$ cat src/rtl/sym_fir_coe_loader.sv
// Shadow-bank coefficient loader for the reloadable symmetric systolic FIR.
// Streams shadow[HTAP-1] .. shadow[0] into the FIR shift chain, then strobes coe_update.
module sym_fir_coe_loader #(
  parameter int HTAP   = 4,
  parameter int COE_W  = 16,
  parameter int ADDR_W = 2,
  parameter logic signed [COE_W-1:0] COE_INIT [HTAP] = '{16'sd7, 16'sd14, -16'sd138, 16'sd129}
) (
  input  logic                    clk,
  input  logic                    rst_n,
  input  logic                    wr_valid,
  output logic                    wr_ready,
  input  logic [ADDR_W-1:0]       wr_addr,
  input  logic signed [COE_W-1:0] wr_data,
  input  logic                    commit,
  output logic                    busy,
  output logic                    coe_sload,
  output logic signed [COE_W-1:0] coe_sdata,
  output logic                    coe_update
);

  typedef enum logic [1:0] {INIT, IDLE, SHIFT, UPDATE} state_t;

  state_t                    state;
  logic [ADDR_W-1:0]         idx;
  logic [ADDR_W-1:0]         rd_idx;
  logic                      wr_fire;
  logic                      addr_ok;
  // Sized to the full address space so any wr_addr indexes legally; only [0..HTAP-1] is used.
  logic signed [COE_W-1:0]   shadow [2**ADDR_W];

  assign wr_fire = wr_valid && (state == IDLE);
  assign addr_ok = 32'(wr_addr) < 32'(HTAP);
  assign rd_idx  = ADDR_W'(HTAP - 1) - idx;

  always_ff @(posedge clk or negedge rst_n) begin
    if (!rst_n) begin
      for (int unsigned k = 0; k < HTAP; k++) shadow[k] <= COE_INIT[k];
      for (int unsigned k = HTAP; k < 2**ADDR_W; k++) shadow[k] <= '0;
    end else if (wr_fire && addr_ok) begin
      shadow[wr_addr] <= wr_data;
    end
  end

  always_ff @(posedge clk or negedge rst_n) begin
    if (!rst_n) begin
      state <= INIT;
      idx   <= '0;
    end else begin
      case (state)
        INIT: begin
          state <= SHIFT;
          idx   <= '0;
        end
        IDLE: begin
          if (commit) begin
            state <= SHIFT;
            idx   <= '0;
          end
        end
        SHIFT: begin
          if (idx == ADDR_W'(HTAP - 1)) state <= UPDATE;
          else                          idx   <= idx + ADDR_W'(1);
        end
        UPDATE:  state <= IDLE;
        default: state <= IDLE;
      endcase
    end
  end

  // Outputs are pure decodes of registered state, so none depends on an input.
  // INIT is only ever seen right after reset release and reports all-quiet.
  assign wr_ready   = (state == IDLE);
  assign coe_sload  = (state == SHIFT);
  assign coe_update = (state == UPDATE);
  assign busy       = coe_sload || coe_update;
  assign coe_sdata  = coe_sload ? shadow[rd_idx] : '0;

endmodule
$ cat config.mk
export PLATFORM = sky130hd
export DESIGN_NAME = sym_fir_coe_loader
export DESIGN_NICKNAME = d
export VERILOG_FILES = /design/src/rtl/sym_fir_coe_loader.sv
export SDC_FILE = /design/constraint.sdc
export NUM_CORES = 1
export LEC_CHECK = 0
export CAP_MARGIN = 20
export CORE_ASPECT_RATIO = 0.5
export CORE_MARGIN = 2
export CORE_UTILIZATION = 49
export DETAILED_ROUTE_END_ITERATION = 8
export PLACE_DENSITY = 0.72
export RECOVER_POWER = 25
export SYNTH_ARGS = -nofsm -noshare
export SYNTH_HDL_FRONTEND = slang
export SYNTH_SLANG_ARGS = --single-unit
$ cat constraint.sdc
create_clock -name clk -period 2.6 [get_ports clk]
set_input_delay 0.26 -clock clk [delete_from_list [all_inputs] [get_ports clk]]
set_output_delay 0.26 -clock clk [all_outputs]
set_load 0.02 [all_outputs]
Word level (Yosys, flattened, before mapping)
Cells that the tools add are included.

Bits of input ports: 22. Memory bits (read-only): 0. Register bits: 68. Memories: 0. Bits in latches: 0. Word-level logic and storage cells: 40. Output and inout bits: 20. RAM bits: 0.

Mux-type cells: 13. Divide/modulo/power cells: 0. Add/subtract/negate cells: 2. Shift-type cells: 0. Bitwise operators: 2. Reduce and logical (&&, ||, !) cells: 7. Order comparisons: 3. Equality and inequality tests: 7. Multipliers: 0.

Operator list (count): 64-bit bitwise mux (1); 16-bit two-way mux (4); 16-bit binary-select mux with 2-bit select (1); 16-bit demux with 2-bit select (1); 2-bit two-way mux (4); 2-bit case mux with 4 select lines (1); 2-bit == test (second input constant) (3); 3-bit greater-or-equal comparator (second input constant) (2); 2-bit NOT with 3-bit output (2); 2-bit case mux with 3 select lines (1); 2-bit by 1-bit inequality test with 1-bit output (second input constant) (2); 3-bit by 1-bit less-than comparator with 1-bit output (second input constant) (1); 3-bit AND reduction (1); 3-bit nonzero test (1); 2-bit by 1-bit adder with 2-bit output (second input constant) (1); 2-bit by 1-bit == test with 1-bit output (second input constant) (1); 1-bit logical AND (2); 2-bit zero test (1); 2-bit inequality test (second input constant) (1); 2-bit AND reduction (1); 2-bit subtractor (first input constant) (1); 1-bit logical OR (1).

Depth between registers and ports, before layout
Gate-level depths: netlist (run 1).

Depth in word-level cells: 6. Mapped depth: 6. Mapped depth without buffers: 3.

Worst setup path after synthesis (run 1)
OpenSTA, ideal clock, no wires.

Kind: register -> output. From: reg idx[0]. To: out coe_sdata[10]. Data required time: 2340 ps. Buffers on the path: 2. Cell stages (with the launch flop): 5. Data arrival time: 1543 ps. Path slack: 797 ps. Path through: dfrtp_1 > buf_2 > buf_4 > mux4_2 > and2_1.

Cells in the longest elaborated chain, start to end: 6.

RTL lines: start, declared (RTL line 25) `logic [ADDR_W-1:0] idx;`; start signal, assigned (RTL line 63) `else idx <= idx + ADDR_W'(1);`; 2-bit subtractor (RTL line 34) `assign rd_idx = ADDR_W'(HTAP - 1) - idx;`; 2-bit NOT with 3-bit output (implied by the code) (RTL line 77) `assign coe_sdata = coe_sload ? shadow[rd_idx] : '0;`; 16-bit binary-select mux with 2-bit select (RTL line 77); 16-bit two-way mux (implied by the code) (2 in a row) (RTL line 77); 16-bit two-way mux (RTL line 77); end, declared (RTL line 18) `output logic signed [COE_W-1:0] coe_sdata,`.

No other way between the ends. The select of a mux whose other input is x is not followed.

Worst setup path after layout (run 1)
From: reg idx[0]. To: out coe_sdata[7].

The elaborated chain is that of the path after synthesis.

==> results by group, run 1 <==
Run status
  • Status: finished, violations left
  • Failing checks: capacitance limit, slew limit

Place
  • Port bufs: 41
  • Dpl cell area: 3770 um^2
  • Pre-CTS setup slack: 0.473 ns
  • Post-DP HPWL: 3.72 mm
  • Placer Congestion: 0.759

Worst setup path
  • Worst reg-to-reg setup slack: 0.76 ns
  • CP Class: register to primary output
  • Crit Reg-Reg Startpoint: state[1]
  • Req. time, crit path: approximately 2.3 ns
  • Critical R2R Capture: shadow[51]
  • Crit. End Element: primary output
  • Crit-path max FO: 11
  • Setup crit start kind: register
  • CP arrival: 2.19 ns
  • R2R depth: 4

GRT
  • GRT Util Overall: 18.3%
  • Vias in the first global route: 2031
  • Largest net degree at the start of global routing: 69
  • Antenna violations before repair: 0
  • First-pass GRT wire length: 10.4 mm
  • Remaining global-route overflow: 0

Power and ir drop
  • Internal Power: 3.81 mW
  • Sw Pwr: 1.47 mW
  • Sequential fraction of design power: a little under two fifths
  • Power density over the cells: 1300 nW/um^2
  • Peak VDD IR: roughly 430 uV
  • Clock share of power: a little under a quarter
  • Sw frac: 27.8%
  • Gate power share: 38.6%
  • Static Leak: 1.78 nW
  • Tot Pwr: 5.28 mW

STA
  • F_max: ~410 MHz
  • Tightest Pin Transition: 1.64 ns
  • Min Tclk post-route: 2.45 ns
  • Pins Over Slew Limit: 69
  • Fin. Hold Viols: 0
  • Clk_skew: ~0.0042 ns
  • Final worst slack: 0.149 ns
  • Setup violations, final: 0
  • RSZ-0062 raised after global routing: no
  • Final worst-path cycle share: 94.3%
  • Setup TNS: 0 ns
  • Slew headroom: -9.14%

Route
  • Final ANT Viol Nets: 0
  • Via/cell ratio: 5.22
  • DRC: 0
  • Post-Route WL: about 6 mm
  • Routed WL per cell: 18.0 um
  • Iter 0 DRT Violations: 87
  • Via Count: between 1500 and 2000
  • Drt pass-1 iters: 4

Yosys
  • Most numerous cell in the Yosys netlist: dfrtp_1
  • Syn Std Cell Area: around 3300 um^2
  • Number of synthesized flops with an enable pin: 0
  • Largest area contributor in the netlist: dfrtp_1
  • Top area cells in the synthesized netlist: dfrtp_1, dfstp_2, mux2_4
  • #FFs+latches synth: 68
  • Post-Syn Area per Cell: between 15 and 20 um^2
  • Yosys top cell area share: a little over a third
  • Sequential fraction of the synthesis area: between 50% and 60%
  • Synth top cells by count: dfrtp_1, mux2_4, mux2_2
  • Post-synthesis cell type count: 28
  • Synth Warn #: 0
  • Synth Flop Type: dfrtp_1
  • Syn Nets: 216
  • Cell count after synthesis: 193
  • Async SR Flop Fraction: 100%

Floorplanning
  • Die area: 7480 um^2
  • I/O pin count: 42
  • Core area: 6620 um^2
  • Initial Util: 50.1%
  • # rows: 21
  • Die Y: 62.2 um
  • Die width: 120 um

Clock tree
  • CTS Root Cell: clkbuf_16
  • CTS tree: done
  • Clock Latency Late Sink: 0.32 ns
  • Max Buffers Root-to-Sink: 2
  • H-tree depth: 3
  • Clk sinks: between 60 and 70
  • CTS clock-pin slew for the worst setup and hold paths: ~0.05 ns
  • CTS Buf Count: 9
  • Post-CTS setup buffers: 0

Hold path
  • Hold Path Sink: state[1]
  • Worst hold-check path type: register to register
  • Worst Hold Path Cells: 1
  • HP Start: state[0]

Cells and area
  • Final #Nets: about 260
  • Share of layout cells above drive strength 1: between 50 and 60%
  • P&R area growth vs syn: 22.9%
  • Final non-filler cell area: around 4100 um^2
  • Diodes inserted: 0

Flow run
  • Max-cap violations: 1
kinds of logic after synthesis:
family,after synthesis,synth area share [%]
adders and majority gates,1,0.377
AOI/OAI and AO/OA,3,0.868
muxes,80,36.0
buffers and inverters,15,4.00
and+or+nand+nor,26,6.61
DFF,68,52.1
layout by cell type (no fill, tap or decap):
cell	count
mux4_2	16
nor2_1	1
clkdlybuf4s50_1	40
buf_2	1
buf_4	6
inv_1	1
and2b_2	1
mux2_4	30
and2_2	1
clkinv_2	2
nand4b_4	1
ha_1	1
and2_1	16
a22o_2	1
clkbuf_16	9
clkbuf_2	1
nor4bb_4	1
dlygate4sd3_1	1
dfrtp_1	47
and4b_1	1
a32o_1	1
nand2b_1	1
nor2b_2	1
nand2_1	1
mux2_1	5
clkinvlp_4	1
mux2_2	29
bufinv_16	2
nand4_4	1
dfstp_2	21
clkbuf_1	1
a22o_1	1
power groups by stage:
stage	registers [mW]	clock network [mW]	logic, mW
after floorplan	1.88	0	1.52
after global placement	1.97	0	2.01
after detailed placement	2.00	0	2.06
after CTS	2.00	1.28	2.07
after global routing	2.07	1.32	2.20
final	2.00	1.25	2.04
what timing repair did:
item / CTS / global route
endpoints found under the hold margin: 47 / 0
endpoints found under the setup margin: 0 / 0
resized for setup: 0 / 0
hold buffers: 1 / 0
area by class of cell:
class                      instances  area (um^2)
clock buffer                      10          229
timing repair buffer              49          465
tap                               92          115
fill                             512         2550
inverter                           1         3.75
sequential                        68         1730
clock inverter                     5         77.6
multi-input combinational        110         1450
per-layer routing:
metal / global-route usage, % / vias to the layer above / wire length, um
li1: - / 800 / -
met5: 0 / - / 0
met1: 24.6 / 917 / 2850
met3: 5.70 / 7 / 215
met4: 4.65 / 0 / 38
met2: 29.5 / 25 / 2910
how the worst max path moves through the flow:
stage	slack, ns	to	from
6_report	0.15	coe_sdata[7]	idx[0]
5_1_grt	0.04	coe_sdata[7]	idx[0]
4_1_cts	0.12	coe_sdata[0]	idx[1]
3_5_place_dp	0.47	coe_sdata[7]	idx[0]
3_3_place_gp	0.51	coe_sdata[7]	idx[0]
2_1_floorplan	0.80	coe_sdata[10]	idx[0]
worst max-delay path, cell delays in order, from the launching register on:
cell and delay [ns]:
dfrtp_1 0.35, buf_4 0.27, mux4_2 0.54, and2_1 0.17
clkdlybuf4s50_1 0.53
registers in the layout, indices dropped and copies added, names as in the netlist:
register,flops
shadow,64
idx,2
state,2
stage by stage:
step | util, % | hold WS (ns) | cells
global placement | 57.0 | 0.298 | 319
finish | 61.5 | 0.477 | 335
global route | 61.5 | 0.508 | 335
detailed placement | 57.0 | 0.304 | 319
CTS | 61.7 | 0.482 | 335
floorplan | - | -0.0356 | 193
Note: power is estimated with default switching activity, not from simulation.
==> run 2, diff against run 1 <==
--- a/config.mk
+++ b/config.mk
@@ -5,12 +5,12 @@
 export SDC_FILE = /design/constraint.sdc
 export NUM_CORES = 1
 export LEC_CHECK = 0
-export CAP_MARGIN = 20
+export CAP_MARGIN = 0
 export CORE_ASPECT_RATIO = 0.5
 export CORE_MARGIN = 2
-export CORE_UTILIZATION = 49
+export CORE_UTILIZATION = 35
 export DETAILED_ROUTE_END_ITERATION = 8
-export PLACE_DENSITY = 0.72
+export HOLD_SLACK_MARGIN = 0.08
 export RECOVER_POWER = 25
 export SYNTH_ARGS = -nofsm -noshare
 export SYNTH_HDL_FRONTEND = slang
==> run 2 against run 1 <==
- the flow still finishes with violations (capacitance limit, slew limit)
- sequential power is essentially flat
- worst setup slack better by 0.074 ns
- clock skew rose by 0.0019 ns
- count of clock-buffer cells in the layout grew 4
- final area up 0.86%
- combinational power hardly changed
- via count rose by 0.97%
- die area grew 38%
- core utilization is 17 points lower
- non-clock buffer count decreased by 1
- total power fell by 0.84%
- worst hold slack improved by 0.016 ns
- critical path type unchanged
- largest power group unchanged
==> results by group, run 2 (synthesis results as in run 1) <==
Floorplanning
  • Die area: 10300 um^2 (+38%)
  • Core area: 9320 um^2 (+41%)
  • Initial Util: 35.6% (-14 points)
  • I/O pin count: 42 (unchanged)
  • # rows: 25 (+19%)
  • Die width: 142 um (+18%)
  • Die Y: 72.8 um (+17%)

STA
  • Setup violations, final: 0 (unchanged)
  • Fin. Hold Viols: 0 (unchanged)
  • Slew headroom: -7.16% (+2.0 points)
  • Clk_skew: 0.00610 ns (+0.00194 ns)
  • Final worst slack: 0.223 ns (+0.0741 ns)
  • Final worst-path cycle share: 91.4% (-2.9 points)
  • Setup TNS: 0 ns (unchanged)
  • Final hold slack: 0.493 ns (+0.0159 ns)
  • RSZ-0062 raised after global routing: no
  • Min Tclk post-route: 2.38 ns (-0.0741 ns)
  • Pins Over Slew Limit: 29 (-58%)
  • Tightest Pin Transition: 1.61 ns (-0.0297 ns)
  • F_max: 421 MHz (+3.1%)

Worst setup path
  • Setup crit start kind: register
  • R2R depth: 4 (unchanged)
  • Crit Reg-Reg Startpoint: state[0]
  • Critical R2R Capture: shadow[63]
  • CP arrival: 2.12 ns (-0.07 ns)
  • Req. time, crit path: 2.34 ns (about the same)
  • Worst reg-to-reg setup slack: 0.74 ns (-0.02 ns)
  • CP Class: register to primary output
  • Crit. End Element: primary output
  • Crit-path max FO: 10 (-1)

Hold path
  • Hold Path Sink: state[1]
  • Worst Hold Path Cells: 1 (unchanged)
  • HP Start: state[0]
  • Worst hold-check path type: register to register

Cells and area
  • Multi-input logic area: 1450 um^2 (unchanged)
  • Final non-filler cell area: 4110 um^2 (+0.86%)
  • Largest regs: shadow: 64 flops, idx: 2 flops, state: 2 flops
  • P&R area growth vs syn: 23.9%
  • Diodes inserted: 0 (unchanged)
  • Most frequent cells in the layout: dfrtp_1, clkdlybuf4s50_1, mux2_4
  • Max FFs per register: 64 (unchanged)
  • Fill count: 842 (+64%)
  • Share of layout cells above drive strength 1: 50.2% (-1.2 points)
  • Largest Register: shadow
  • Most common cell after layout, fill and taps aside: dfrtp_1
  • Fin util: 44.1% (-17 points)
  • Register area: 1730 um^2 (unchanged)
  • Final #Nets: 261 (-0.38%)

Power and ir drop
  • Static Leak: 1.78 nW (-0.23%)
  • Sequential fraction of design power: 37.9% (about the same)
  • Sw Pwr: 1.47 mW (-0.26%)
  • Peak VDD IR: 532 uV (+23%)
  • Sw frac: 28.0% (+0.16 points)
  • Internal Power: 3.77 mW (-1.1%)
  • Gate power share: 39.1% (+0.5 points)
  • Clock share of power: 23.0% (-0.6 points)
  • Power density over the cells: 1270 nW/um^2 (-1.7%)

Clock tree
  • H-tree depth: 3 (unchanged)
  • CTS Buf Count: 9 (unchanged)
  • CTS Root Cell: clkbuf_16
  • Clk sinks: 68 (unchanged)
  • CTS tree: done
  • Max Buffers Root-to-Sink: 2 (unchanged)
  • Clock Latency Late Sink: 0.32 ns (about the same)
  • CTS clock-pin slew for the worst setup and hold paths: 0.05 ns (about the same)
  • Post-CTS setup buffers: 0 (unchanged)

Route
  • DRC: 0 (unchanged)
  • Via Count: 1766 (+0.97%)
  • Final ANT Viol Nets: 0 (unchanged)
  • Iter 0 DRT Violations: 46 (-47%)
  • Post-Route WL: 6.35 mm (+5.6%)
  • Via/cell ratio: 4.85 (-7.1%)
  • Drt pass-1 iters: 4 (unchanged)
  • Routed WL per cell: 17.5 um (-2.8%)

Run status
  • Failing checks: capacitance limit, slew limit
  • Status: finished, violations left

Place
  • Pre-CTS setup slack: 0.520 ns (+0.0467 ns)
  • Port bufs: 41 (unchanged)
  • Placer Congestion: 0.714 (-6.0%)
  • Post-DP HPWL: 4.09 mm (+10%)
  • Dpl cell area: 3800 um^2 (+0.76%)

GRT
  • Vias in the first global route: 1969 (-3.1%)
  • Largest net degree at the start of global routing: 41 (-41%)
  • Remaining global-route overflow: 0 (unchanged)
  • Antenna violations before repair: 0 (unchanged)
  • First-pass GRT wire length: 10.4 mm (+0.34%)
  • GRT Util Overall: 13.5% (-4.9 points)

Flow run
  • Max-cap violations: 1 (unchanged)
[run 2: layer usage]
metal | GRT usage (%) | routed length (um) | up-vias
met2 | 22.8 | 3220 | 18
met4 | 4.67 | 44 | 0
met5 | 0 | 0 | -
met1 | 17.0 | 2940 | 950
li1 | - | - | 794
met3 | 3.74 | 147 | 4
[run 2: what timing repair did]
item                                   CTS  global route
endpoints found under the hold margin   21             0
hold buffers                             1             0
resized for setup                        0             0
[run 2: metrics by stage]
step | total power, mW | instances
floorplan | 3.40 | 193
global placement | 3.98 | 347
detailed placement | 4.08 | 347
CTS | 5.31 | 364
global route | 5.53 | 364
finish | 5.24 | 364
[run 2: power by group through the flow]
stage | sequential [mW] | clock (mW) | combinational [mW]
finish | 1.99 | 1.20 | 2.05
global route | 2.05 | 1.29 | 2.20
CTS | 1.99 | 1.24 | 2.09
detailed placement | 1.99 | 0 | 2.08
global placement | 1.95 | 0 | 2.03
floorplan | 1.88 | 0 | 1.52
[run 2: worst max-delay path, stage by stage, from the launching register on]
cell             delay, ns
dfrtp_1               0.33
buf_4                 0.23
mux4_2                0.53
and2_1                0.17
clkdlybuf4s50_1       0.53
[run 2: how the worst max path moves through the flow]
stage | start | end | slack, ns | depth (start not counted)
3_5_place_dp | wr_valid | shadow[52] | 0.52 | 4
2_1_floorplan | idx[0] | coe_sdata[10] | 0.80 | 4
3_3_place_gp | idx[0] | coe_sdata[4] | 0.55 | 4
4_1_cts | idx[0] | coe_sdata[1] | 0.19 | 4
6_report | idx[0] | coe_sdata[7] | 0.22 | 4
5_1_grt | idx[0] | coe_sdata[11] | 0.12 | 4
[run 2: area by class of cell]
| cell class | instances | area share [%] |
|---|---|---|
| Clock inverter | 2 | 0.853 |
| Sequential cell | 68 | 42.1 |
| Multi-Input combinational cell | 110 | 35.4 |
| Tap cell | 121 | 3.69 |
| Inverter | 1 | 0.0914 |
| Timing Repair Buffer | 48 | 11.5 |
| Clock buffer | 14 | 6.43 |
==> run 3, diff against run 2 <==
--- a/config.mk
+++ b/config.mk
@@ -6,11 +6,15 @@
 export NUM_CORES = 1
 export LEC_CHECK = 0
 export CAP_MARGIN = 0
+export CELL_PAD_IN_SITES_DETAIL_PLACEMENT = 0
+export CELL_PAD_IN_SITES_GLOBAL_PLACEMENT = 2
 export CORE_ASPECT_RATIO = 0.5
-export CORE_MARGIN = 2
+export CORE_MARGIN = 1.5
 export CORE_UTILIZATION = 35
+export CTS_BUF_LIST = sky130_fd_sc_hd__clkbuf_8 sky130_fd_sc_hd__clkbuf_16
 export DETAILED_ROUTE_END_ITERATION = 8
 export HOLD_SLACK_MARGIN = 0.08
+export PLACE_DENSITY_LB_ADDON = 0.1
 export RECOVER_POWER = 25
 export SYNTH_ARGS = -nofsm -noshare
 export SYNTH_HDL_FRONTEND = slang
==> run 3 against run 2 <==
- the run still ends with capacitance limit, slew limit left
- flip-flop and latch count is the same
- sequential share of layout area about the same
- fmax fell by 1.1%
- via count decreased by 0.28%
- worst hold slack got worse by 0.0023 ns
- worst setup slack lost 0.027 ns
==> results by group, run 3 (synthesis results as in run 1) <==
Run status
  • Status: finished, violations left
  • Failing checks: capacitance limit, slew limit

Cells and area
  • Fill count: 786 (-6.7%)
  • Most common cell after layout, fill and taps aside: dfrtp_1
  • Share of layout cells above drive strength 1: 50.4% (+0.20 points)
  • Diodes inserted: 0 (unchanged)
  • Final #Nets: 263 (+0.77%)
  • Largest Register: shadow
  • Largest regs: shadow: 64 flops, idx: 2 flops, state: 2 flops
  • Most frequent cells in the layout: dfrtp_1, clkdlybuf4s50_1, mux2_4
  • Final non-filler cell area: 4100 um^2 (about the same)
  • Max FFs per register: 64 (unchanged)
  • P&R area growth vs syn: 23.8% (about the same)

Route
  • Drt pass-1 iters: 4 (unchanged)
  • Via Count: 1761 (-0.28%)
  • Via/cell ratio: 4.88 (+0.55%)
  • Routed WL per cell: 18.6 um (+6.3%)
  • Final ANT Viol Nets: 0 (unchanged)
  • Post-Route WL: 6.70 mm (+5.5%)
  • Iter 0 DRT Violations: 52 (+13%)
  • DRC: 0 (unchanged)

GRT
  • Largest net degree at the start of global routing: 37 (-9.8%)
  • Antenna violations before repair: 0 (unchanged)
  • GRT Util Overall: 15.1% (+1.6 points)
  • Vias in the first global route: 1945 (-1.2%)
  • First-pass GRT wire length: 11.0 mm (+6.2%)
  • Remaining global-route overflow: 0 (unchanged)

Power and ir drop
  • Sw frac: 28.5% (+0.55 points)
  • Tot Pwr: 5.24 mW (about the same)
  • Gate power share: 39.4% (+0.3 points)
  • Power density over the cells: 1280 nW/um^2 (+0.16%)
  • Internal Power: 3.75 mW (-0.70%)
  • Sw Pwr: 1.50 mW (+2.0%)
  • Peak VDD IR: 467 uV (-12%)
  • Sequential fraction of design power: 38.2% (+0.3 points)
  • Clock share of power: 22.4% (-0.6 points)
  • Static Leak: 1.79 nW (+0.86%)

Worst setup path
  • Crit-path cells: buf_4 > mux4_2 > and2_1 > clkdlybuf4s50_1
  • Setup crit start kind: register
  • Crit Reg-Reg Startpoint: state[1]
  • CP Class: register to primary output
  • Req. time, crit path: 2.34 ns (about the same)
  • Slowest cell on crit path: clkdlybuf4s50_1
  • Crit path launch: idx[0]
  • Crit path buf inv count: 2 (unchanged)
  • Cell family with most CP delay: buffers and inverters
  • Critical R2R Capture: shadow[63]
  • Crit. End Element: primary output
  • Crit-path max FO: 8 (-2)
  • Worst reg-to-reg setup slack: 0.79 ns (+0.05 ns)
  • CP peak stage delay: 0.53 ns (about the same)
  • CP arrival: 2.14 ns (+0.02 ns)
  • R2R depth: 4 (unchanged)

Hold path
  • Hold Path Sink: shadow[39]
  • Worst Hold Path Cells: 1 (unchanged)
  • Worst hold-check path type: register to register
  • HP Start: shadow[39]

Place
  • Pre-CTS setup slack: 0.539 ns (+0.0196 ns)
  • Post-DP HPWL: 4.26 mm (+4.1%)
  • Port bufs: 41 (unchanged)
  • Dpl cell area: 3810 um^2 (+0.26%)
  • Placer Congestion: 0.675 (-5.4%)

STA
  • RSZ-0062 raised after global routing: no
  • Clk_skew: 0.00336 ns (-0.00275 ns)
  • Setup TNS: 0 ns (unchanged)
  • Pins Over Slew Limit: 33 (+14%)
  • Setup violations, final: 0 (unchanged)
  • Tightest Pin Transition: 1.92 ns (+0.314 ns)
  • Slew headroom: -28.1% (-21 points)
  • Fin. Hold Viols: 0 (unchanged)
  • F_max: 416 MHz (-1.1%)
  • Final worst-path cycle share: 92.5% (+1.0 points)
  • Min Tclk post-route: 2.40 ns (+0.0271 ns)
  • Final worst slack: 0.196 ns (-0.0271 ns)

Floorplanning
  • Initial Util: 37.0% (+1.5 points)
  • Die Y: 71.8 um (-1.4%)
  • # rows: 24 (-4.0%)
  • Die width: 141 um (-0.71%)
  • I/O pin count: 42 (unchanged)
  • Core area: 8950 um^2 (-4.0%)
  • Die area: 10100 um^2 (-2.1%)

Clock tree
  • H-tree depth: 3 (unchanged)
  • Max Buffers Root-to-Sink: 2 (unchanged)
  • CTS Buf Count: 9 (unchanged)
  • Clock Latency Late Sink: 0.33 ns (about the same)
  • CTS Root Cell: clkbuf_16
  • Clk sinks: 68 (unchanged)
  • Post-CTS setup buffers: 0 (unchanged)
  • CTS clock-pin slew for the worst setup and hold paths: 0.05 ns (about the same)
  • CTS tree: done

Flow run
  • Max-cap violations: 1 (unchanged)
-- run 3: routing by layer --
| layer | routed length [um] | track usage, % | vias to the layer above | share of wire, % |
|---|---|---|---|---|
| li1 | - | - | 808 | - |
| met1 | 3420 | 20.8 | 913 | 51 |
| met2 | 2940 | 22.3 | 30 | 44 |
| met3 | 255 | 5.15 | 10 | 3.8 |
| met4 | 80 | 5.21 | 0 | 1.2 |
| met5 | 0 | 0 | - | 0 |
-- run 3: per-stage QoR --
stage / hold WS [ns] / cells / utilization, %
2_1_floorplan: -0.0356 / 193 / -
3_5_place_dp: 0.386 / 345 / 42.6
3_3_place_gp: 0.380 / 345 / 42.6
6_report: 0.490 / 361 / 45.9
4_1_cts: 0.491 / 361 / 45.9
5_1_grt: 0.506 / 361 / 45.9
-- run 3: what timing repair did --
action / CTS / global route
hold buffers: 1 / 0
hold endpoints to repair: 22 / 0
gates resized for setup: 0 / 0
-- run 3: area by class of cell --
type	count	area [um^2]	area share [%]
Multi-Input combinational cell	110	1450	35.4
Timing Repair Buffer	50	487	11.9
Inverter	1	3.75	0.0915
Clock buffer	10	239	5.82
Tap cell	117	146	3.57
Sequential cell	68	1730	42.1
Clock inverter	5	46.3	1.13
-- run 3: worst max path at each step --
stage                     to  depth (start not counted)  slack [ns]
4_1_cts         coe_sdata[1]                          4        0.18
5_1_grt            shadow[4]                          2        0.07
3_3_place_gp    coe_sdata[2]                          4        0.55
3_5_place_dp      shadow[63]                          4        0.54
6_report        coe_sdata[1]                          4        0.20
2_1_floorplan  coe_sdata[10]                          4        0.80
-- run 3: power groups by stage --
stage	Sequential (mW)	Clock, mW	Combinational (mW)
floorplan	1.88	0	1.52
global placement	2.01	0	2.06
detailed placement	2.01	0	2.08
CTS	2.00	1.21	2.09
global route	2.07	1.26	2.21
finish	2.00	1.17	2.06
